--- src/rtl/data_sync_tx_pkg.sv ---
// data_sync_tx_pkg: state encoding, default hold/gap lengths and counter sizing
// shared by the launcher and the integration level.
package data_sync_tx_pkg;

    typedef enum logic [1:0] {IDLE, HOLD, GAP} state_t;

    localparam int DEF_HOLD_CYCLES = 4;
    localparam int DEF_GAP_CYCLES  = 4;

    function automatic int cnt_width(input int hold, input int gap);
        return $clog2((hold > gap ? hold : gap) + 1);
    endfunction

endpackage

--- src/rtl/data_sync_tx.sv ---
// data_sync_tx: source-domain launcher presenting a stable word and a level enable
// (held HOLD_CYCLES, then low GAP_CYCLES) to a destination multi-flop synchronizer.
module data_sync_tx
    import data_sync_tx_pkg::*;
#(
    parameter int BUS_WIDTH   = 8,
    parameter int HOLD_CYCLES = DEF_HOLD_CYCLES,
    parameter int GAP_CYCLES  = DEF_GAP_CYCLES
) (
    input  logic                 CLK,
    input  logic                 RST,
    input  logic [BUS_WIDTH-1:0] in_data,
    input  logic                 in_valid,
    output logic                 in_ready,
    output logic [BUS_WIDTH-1:0] unsync_bus,
    output logic                 bus_enable,
    output logic                 busy
);

    localparam int CW = cnt_width(HOLD_CYCLES, GAP_CYCLES);

    state_t               state_q, state_d;
    logic [CW-1:0]        cnt_q, cnt_d;
    logic [BUS_WIDTH-1:0] bus_q, bus_d;
    logic                 en_q, en_d;

    always_ff @(posedge CLK or negedge RST) begin
        if (!RST) begin
            state_q <= IDLE;
            cnt_q   <= '0;
            bus_q   <= '0;
            en_q    <= 1'b0;
        end else begin
            state_q <= state_d;
            cnt_q   <= cnt_d;
            bus_q   <= bus_d;
            en_q    <= en_d;
        end
    end

    // Transitions happen at count zero, so the counter never wraps.
    always_comb begin
        state_d = state_q;
        cnt_d   = cnt_q;
        bus_d   = bus_q;
        en_d    = en_q;
        case (state_q)
            IDLE: if (in_valid) begin
                state_d = HOLD;
                bus_d   = in_data;
                en_d    = 1'b1;
                cnt_d   = CW'(HOLD_CYCLES - 1);
            end
            HOLD: if (cnt_q == '0) begin
                state_d = GAP;
                en_d    = 1'b0;
                cnt_d   = CW'(GAP_CYCLES - 1);
            end else begin
                cnt_d = cnt_q - CW'(1);
            end
            GAP: if (cnt_q == '0) state_d = IDLE;
                 else cnt_d = cnt_q - CW'(1);
            default: begin
                state_d = IDLE;
                en_d    = 1'b0;
                cnt_d   = '0;
            end
        endcase
    end

    always_comb begin
        in_ready = state_q == IDLE;
        busy     = state_q != IDLE;
    end

    assign unsync_bus = bus_q;
    assign bus_enable = en_q;

endmodule

--- config.mk ---
export PLATFORM = sky130hd
export DESIGN_NAME = data_sync_tx
export DESIGN_NICKNAME = d
export VERILOG_FILES = /design/src/rtl/data_sync_tx_pkg.sv /design/src/rtl/data_sync_tx.sv
export SDC_FILE = /design/constraint.sdc
export NUM_CORES = 1
export LEC_CHECK = 0
export BUFFER_PORTS_ARGS = -buffer_cell sky130_fd_sc_hd__buf_4
export CAP_MARGIN = 20
export CORE_MARGIN = 2
export CORE_UTILIZATION = 51
export CTS_BUF_LIST = sky130_fd_sc_hd__clkbuf_4
export DETAILED_ROUTE_END_ITERATION = 6
export PLACE_DENSITY_LB_ADDON = 0.3
export SLEW_MARGIN = 20
export SYNTH_ARGS = -nofsm -noshare
export SYNTH_HDL_FRONTEND = slang
export SYNTH_SLANG_ARGS = --single-unit
--- constraint.sdc ---
create_clock -name CLK -period 1.55 [get_ports CLK]
set_clock_uncertainty 0.15 [all_clocks]
set_input_delay 0.31 -clock CLK [delete_from_list [all_inputs] [get_ports CLK]]
set_output_delay 0.31 -clock CLK [all_outputs]
set_load 0.005 [all_outputs]
==> results.md, run 1 <==
- Core Area: 1285 sq um
- Most frequent cells in the layout: buf_4 (23), dfrtp_1 (14), mux2_4 (8), inv_1 (5), clkbuf_4 (3)
- Clock Tree Buf Depth: 2
- Data required, critical path: 1.09 ns
- Clock sinks: 14
- Port bufs: 21
- Slew Viols, Final: 0
- R2r endpoint: cnt_q[1]$_DFFE_PN0P_
- Grt ovf: 0
- CP bufs+invs: 2
- Ratio of cells with drive above 1 in the final layout: 46.84%
- Row Count: 13
- Later-pin clock latency in the skew report: 0.27 ns
- Commonest non-fill, non-tap cell in the layout: buf_4
- Mean Syn Cell Area: 12.95 sq um
- Period utilization: 94.88%
- Tot GR Track Use: 16.63%
- Worst setup SP type: flop
- Hold Crit Start: in_valid
- Worst-Margin Slew: 0.2144 ns
- TritonCTS clock tree: done
- Initial antenna violation count: 0
- Avg WL per Cell: 13.17 microns
- Cells after Synth: 54
- Clk slew on worst S/H paths: 0.09 ns
- CTS buffer count: 3
- Vias in the first global route: 428
- First-pass DRT Iterations: 4
- Cell variety after synth: 23
- Peak VDD IR: 0.001088 V
- Max-Cap Viols: 0
- # nets final: 93
- Area Overhead vs Synth: 28.26%
- Die Y-Extent: 41.03 microns
- Mapped Nets: 67
- Residual DRC count: 0
- Vias per cell: 5.128
- Hold depth: 2
- I/O pin cnt: 22
- Root buf cell: clkbuf_4
- Leakage: 0.4511 nW
- GP Congestion: 0.8160
- Worst-path maximum fanout: 4
- CP Data Arrival Time: 1.01 ns
- Cells on worst reg2reg path: 5
- Tmin final: 1.471 ns
- Clock H-tree levels: 1
- ANT cells: 0
- WS Path Type: reg -> out
- Pwr per Cell Area: 2047 nW/um^2
- Worst r2r src: cnt_q[0]$_DFFE_PN0P_
- Status: complete, no violations
- Via count: 482
- Worst Hold Path EP: cnt_q[2]$_DFFE_PN0P_
- Initial Util: 54.43%
- Rel. slew slack: 85.66%
- Cell Chain, Critical Path: nor2_4 > inv_2 > buf_4
- R2R setup slack: 0.15 ns
- Worst Setup End Kind: output pin
- DP HPWL: 919.3 microns
- Detailed Route WL: 1238 microns
- Fin. Hold Viols: 0
- Remaining antenna violation count: 0
- Drt first-iter violations: 7
- Type of the tightest min-delay check: in -> reg
- Die X: 41.03 microns
- First-pass GRT wire length: 1766 microns
- Setup total negative slack: 0 ns
- Synth Cell Area: 699.4 sq um
- Fin area: 897.1 sq um
- Placed instance area: 860.8 sq um
- Max Clk Rate: 0.6800 GHz
- Seq/Total Area, Yosys: 50.09%
- Delay-heaviest family, CP: flip-flops
- Synth warn: 0
- Die area: 1683 sq um
- CP peak stage delay: 0.41 ns
- Largest net degree at the start of global routing: 15
- Final Setup Violations: 0
- RSZ-0062 raised after global routing: false
- Seq cells post-synth: 14
- CP max stage cell: dfrtp_1
-- worst max path at each step --
| stage | start | endpoint | slack [ns] | cells past startpoint |
|---|---|---|---|---|
| after floorplan | state_q[1]$_DFFE_PN0P_ | unsync_bus[0]$_DFFE_PN0P_ | 0.10 | 5 |
| after global placement | cnt_q[0]$_DFFE_PN0P_ | cnt_q[0]$_DFFE_PN0P_ | 0.18 | 5 |
| after detailed placement | cnt_q[0]$_DFFE_PN0P_ | cnt_q[0]$_DFFE_PN0P_ | 0.16 | 5 |
| after CTS | state_q[1]$_DFFE_PN0P_ | busy | 0.04 | 3 |
| after global routing | state_q[1]$_DFFE_PN0P_ | busy | 0.03 | 3 |
| final | state_q[1]$_DFFE_PN0P_ | busy | 0.08 | 3 |
-- per-layer routing --
layer  share of wire, %  track usage (%)  up-vias
met5                  0                0        -
li1                   -                -      235
met1                 44            20.07      233
met2                 52            28.13       12
met3                4.0            3.261        2
met4               0.40            7.500        0
-- synth_stat cells (all sizes together) --
cell     number  area [sq um]
a21oi         2         10.01
a2bb2oi       1         8.760
and2          1         8.760
buf           3         30.03
dfrtp        14         350.3
ha            2         25.02
inv           6         22.52
mux2          8         120.1
nand2         1         3.750
nand2b        2         12.51
nand3         1         5.000
nand3b        1         7.510
nor2          1         11.26
nor2b         2         12.51
nor3b         1         7.510
o211a         2         20.02
o211ai        1         7.510
o21ai         1         5.000
o21bai        1         7.510
o22ai         1         6.260
o32ai         1         8.760
xnor2         1         8.760
-- where the power goes --
part	total, mW	leakage [nW]	switching, mW	internal, mW
sequential	0.659	0.164	0.114	0.545
clock	0.207	0.0154	0.114	0.0930
combinational	0.970	0.272	0.376	0.594
total	1.84	0.451	0.605	1.23
-- flip-flops by register name, summed over array words and instances, names as in the netlist --
register,flops
cnt_q,3
state_q,2
bus_enable,1
unsync_bus,8
-- cell families after synthesis --
kind of cell    synth area share (%)
flops                          50.09
buf+inv                        7.513
fa+ha+maj                      3.577
mux                            17.17
simple gates                   9.838
compound gates                 10.56
xor+xnor                       1.252
-- layout make-up --
type	count	area (sq um)
flip-flops and latches	14	350.3
fillers	93	387.9
inverters	6	22.52
clock buffers	3	22.52
well taps	15	18.77
multi-input cells	31	296.5
clock inverters	1	3.754
repair buffers	24	182.7
-- worst register-to-register path, delay by kind of cell, from the launching register on --
kind | cells | cell delay (ns)
AOI/OAI and AO/OA | 2 | 0.31
adders and majority gates | 1 | 0.18
buffers and inverters | 1 | 0.08
DFF | 1 | 0.40
and+or+nand+nor | 1 | 0.18
-- stage by stage --
| stage | util, % | hold WS, ns | worst slack [ns] | total power, mW | instances |
|---|---|---|---|---|---|
| final | 69.82 | 0.1051 | 0.07931 | 1.837 | 94 |
| after global routing | 69.82 | 0.1036 | 0.03092 | 1.968 | 94 |
| after CTS | 69.82 | 0.1034 | 0.03722 | 1.848 | 94 |
| after detailed placement | 66.99 | 0.02038 | 0.1576 | 1.632 | 89 |
| after global placement | 66.99 | 0.01759 | 0.1835 | 1.610 | 89 |
| after floorplan | - | -0.1356 | 0.1037 | 1.303 | 54 |
-- repair_timing --
item / in CTS / in global routing
hold buffers: 1 / 0
setup buffers: 0 / 0
endpoints found under the setup margin: 0 / 1
hold endpoints to repair: 14 / 0
resized for setup: 0 / 1
Note: power is estimated with default switching activity, not from simulation.
==> run 2, diff against run 1 <==
--- a/config.mk
+++ b/config.mk
@@ -10,5 +10,5 @@
 export CORE_MARGIN = 2
 export CORE_UTILIZATION = 51
-export CTS_BUF_LIST = sky130_fd_sc_hd__clkbuf_4
+export CTS_BUF_LIST = sky130_fd_sc_hd__clkbuf_8
 export DETAILED_ROUTE_END_ITERATION = 6
 export PLACE_DENSITY_LB_ADDON = 0.3
==> constraint.sdc (replaced) <==
create_clock -name CLK -period 1.55 [get_ports CLK]
set_clock_uncertainty 0.15 [all_clocks]
set_input_delay 0.155 -clock CLK [delete_from_list [all_inputs] [get_ports CLK]]
set_output_delay 0.155 -clock CLK [all_outputs]
set_load 0.005 [all_outputs]
==> results.md, run 2 (synthesis gave the netlist of run 1 again) <==
- Final Setup Violations: 0
- Vias per cell: 4.921
- Die X: 41.03 microns
- Fin area: 996.0 sq um
- Worst setup SP type: flop
- WS Path Type: reg -> reg
- # nets final: 100
- Rel. slew slack: 85.80%
- Switching part of the total: 31.01%
- Total power draw: 1.994 mW
- Period utilization: 91.67%
- Ratio of cells with drive above 1 in the final layout: 43.02%
- Seq pwr share: 33.1%
- Die area: 1683 sq um
- Hold depth: 2
- Die Y-Extent: 41.03 microns
- Largest net degree at the start of global routing: 15
- Clock Tree Buf Depth: 2
- Vias in the first global route: 468
- CTS buffer count: 3
- Initial Util: 54.43%
- Comb pwr share: 49.5%
- Cells on worst reg2reg path: 5
- Worst Setup End Kind: flop
- DP HPWL: 919.3 microns
- GP Congestion: 0.8160
- Post_cts resized: 0
- Tot GR Track Use: 19.48%
- ANT cells: 0
- Max reg flops: 8
- Max-Cap Viols: 0
- Setup total negative slack: 0 ns
- Data required, critical path: 1.53 ns
- Pwr per Cell Area: 2002 nW/um^2
- Root buf cell: clkbuf_8
- Pint: 1.375 mW
- Dpl ws: 0.1576 ns
- Hold slack: 0.006310 ns
- Peak VDD IR: 0.001031 V
- I/O pin cnt: 22
- RSZ-0062 raised after global routing: false
- Fin. Hold Viols: 0
- Footprint of the multi-input gates: 296.5 sq um
- Clock H-tree levels: 1
- Remaining antenna violation count: 0
- First-pass DRT Iterations: 2
- TritonCTS clock tree: done
- # fillers: 77
- Fin cells: 101
- Post-CTS setup buffers: 0
- Max Clk Rate: 0.7038 GHz
- Status: complete, no violations
- Type of the tightest min-delay check: in -> reg
- Grt ovf: 0
- Worst-path maximum fanout: 3
- Slew Viols, Final: 0
- Port bufs: 21
- CP Data Arrival Time: 1.40 ns
- Placed instance area: 860.8 sq um
- Post-Place Cells: 89
- Avg WL per Cell: 13.82 microns
- Most frequent cells in the layout: buf_4 (23), dfrtp_1 (14), mux2_4 (8), dlygate4sd3_1 (8), inv_1 (6)
- Worst-Margin Slew: 0.2123 ns
- Clock sinks: 14
- Leakage: 0.4945 nW
- Residual DRC count: 0
- Clk slew on worst S/H paths: 0.06 ns
- Commonest non-fill, non-tap cell in the layout: buf_4
- Row Count: 13
- Via count: 497
- Switching power: 0.6182 mW
- Tmin final: 1.421 ns
- Drt first-iter violations: 7
- Core Area: 1285 sq um
- First-pass GRT wire length: 2042 microns
- Area Overhead vs Synth: 42.40%
- Final Core Density: 77.51%
- Hold_buf cts: 8
- Detailed Route WL: 1396 microns
- Initial antenna violation count: 0
- Setup ws final: 0.1291 ns
- Clock Power Share: 17.4%
- Later-pin clock latency in the skew report: 0.24 ns
- Register Area: 350.3 sq um
-- run 2: path summary, 6_finish.rpt --
check	slack (ns)	to	from
setup / recovery	0.13	cnt_q[1]$_DFFE_PN0P_	cnt_q[0]$_DFFE_PN0P_
hold / removal	0.006	unsync_bus[1]$_DFFE_PN0P_	in_data[1]
setup reg to reg	0.13	cnt_q[1]$_DFFE_PN0P_	cnt_q[0]$_DFFE_PN0P_
hold reg to reg	0.36	unsync_bus[2]$_DFFE_PN0P_	unsync_bus[2]$_DFFE_PN0P_
max in group asynchronous	0.93	unsync_bus[7]$_DFFE_PN0P_	RST
min in group asynchronous	0.15	cnt_q[2]$_DFFE_PN0P_	RST
-- run 2: layer usage --
| metal | global-route usage (%) | vias up | routed length [microns] |
|---|---|---|---|
| met5 | 0 | - | 0 |
| met2 | 33.59 | 8 | 741 |
| li1 | - | 246 | - |
| met1 | 22.79 | 241 | 614 |
| met3 | 3.261 | 2 | 28 |
| met4 | 10.00 | 0 | 12 |
-- run 2: worst max-delay path: stages, from the launching register on --
cell	delay, ns
dfrtp_1	0.39
inv_1	0.08
ha_1	0.18
nor2b_1	0.20
a2bb2oi_1	0.11
o211a_1	0.21
-- run 2: layout make-up --
type	count	share of cell area, %
flip-flops and latches	14	35.18
multi-input cells	31	29.77
repair buffers	31	25.38
clock buffers	4	5.528
inverters	6	2.261
well taps	15	1.884
-- run 2: power groups by stage --
stage	logic (mW)	registers [mW]	clock network, mW
floorplan	0.657	0.646	0
global placement	0.951	0.659	0
detailed placement	0.966	0.666	0
CTS	0.988	0.662	0.356
global route	1.08	0.681	0.375
finish	0.986	0.661	0.347
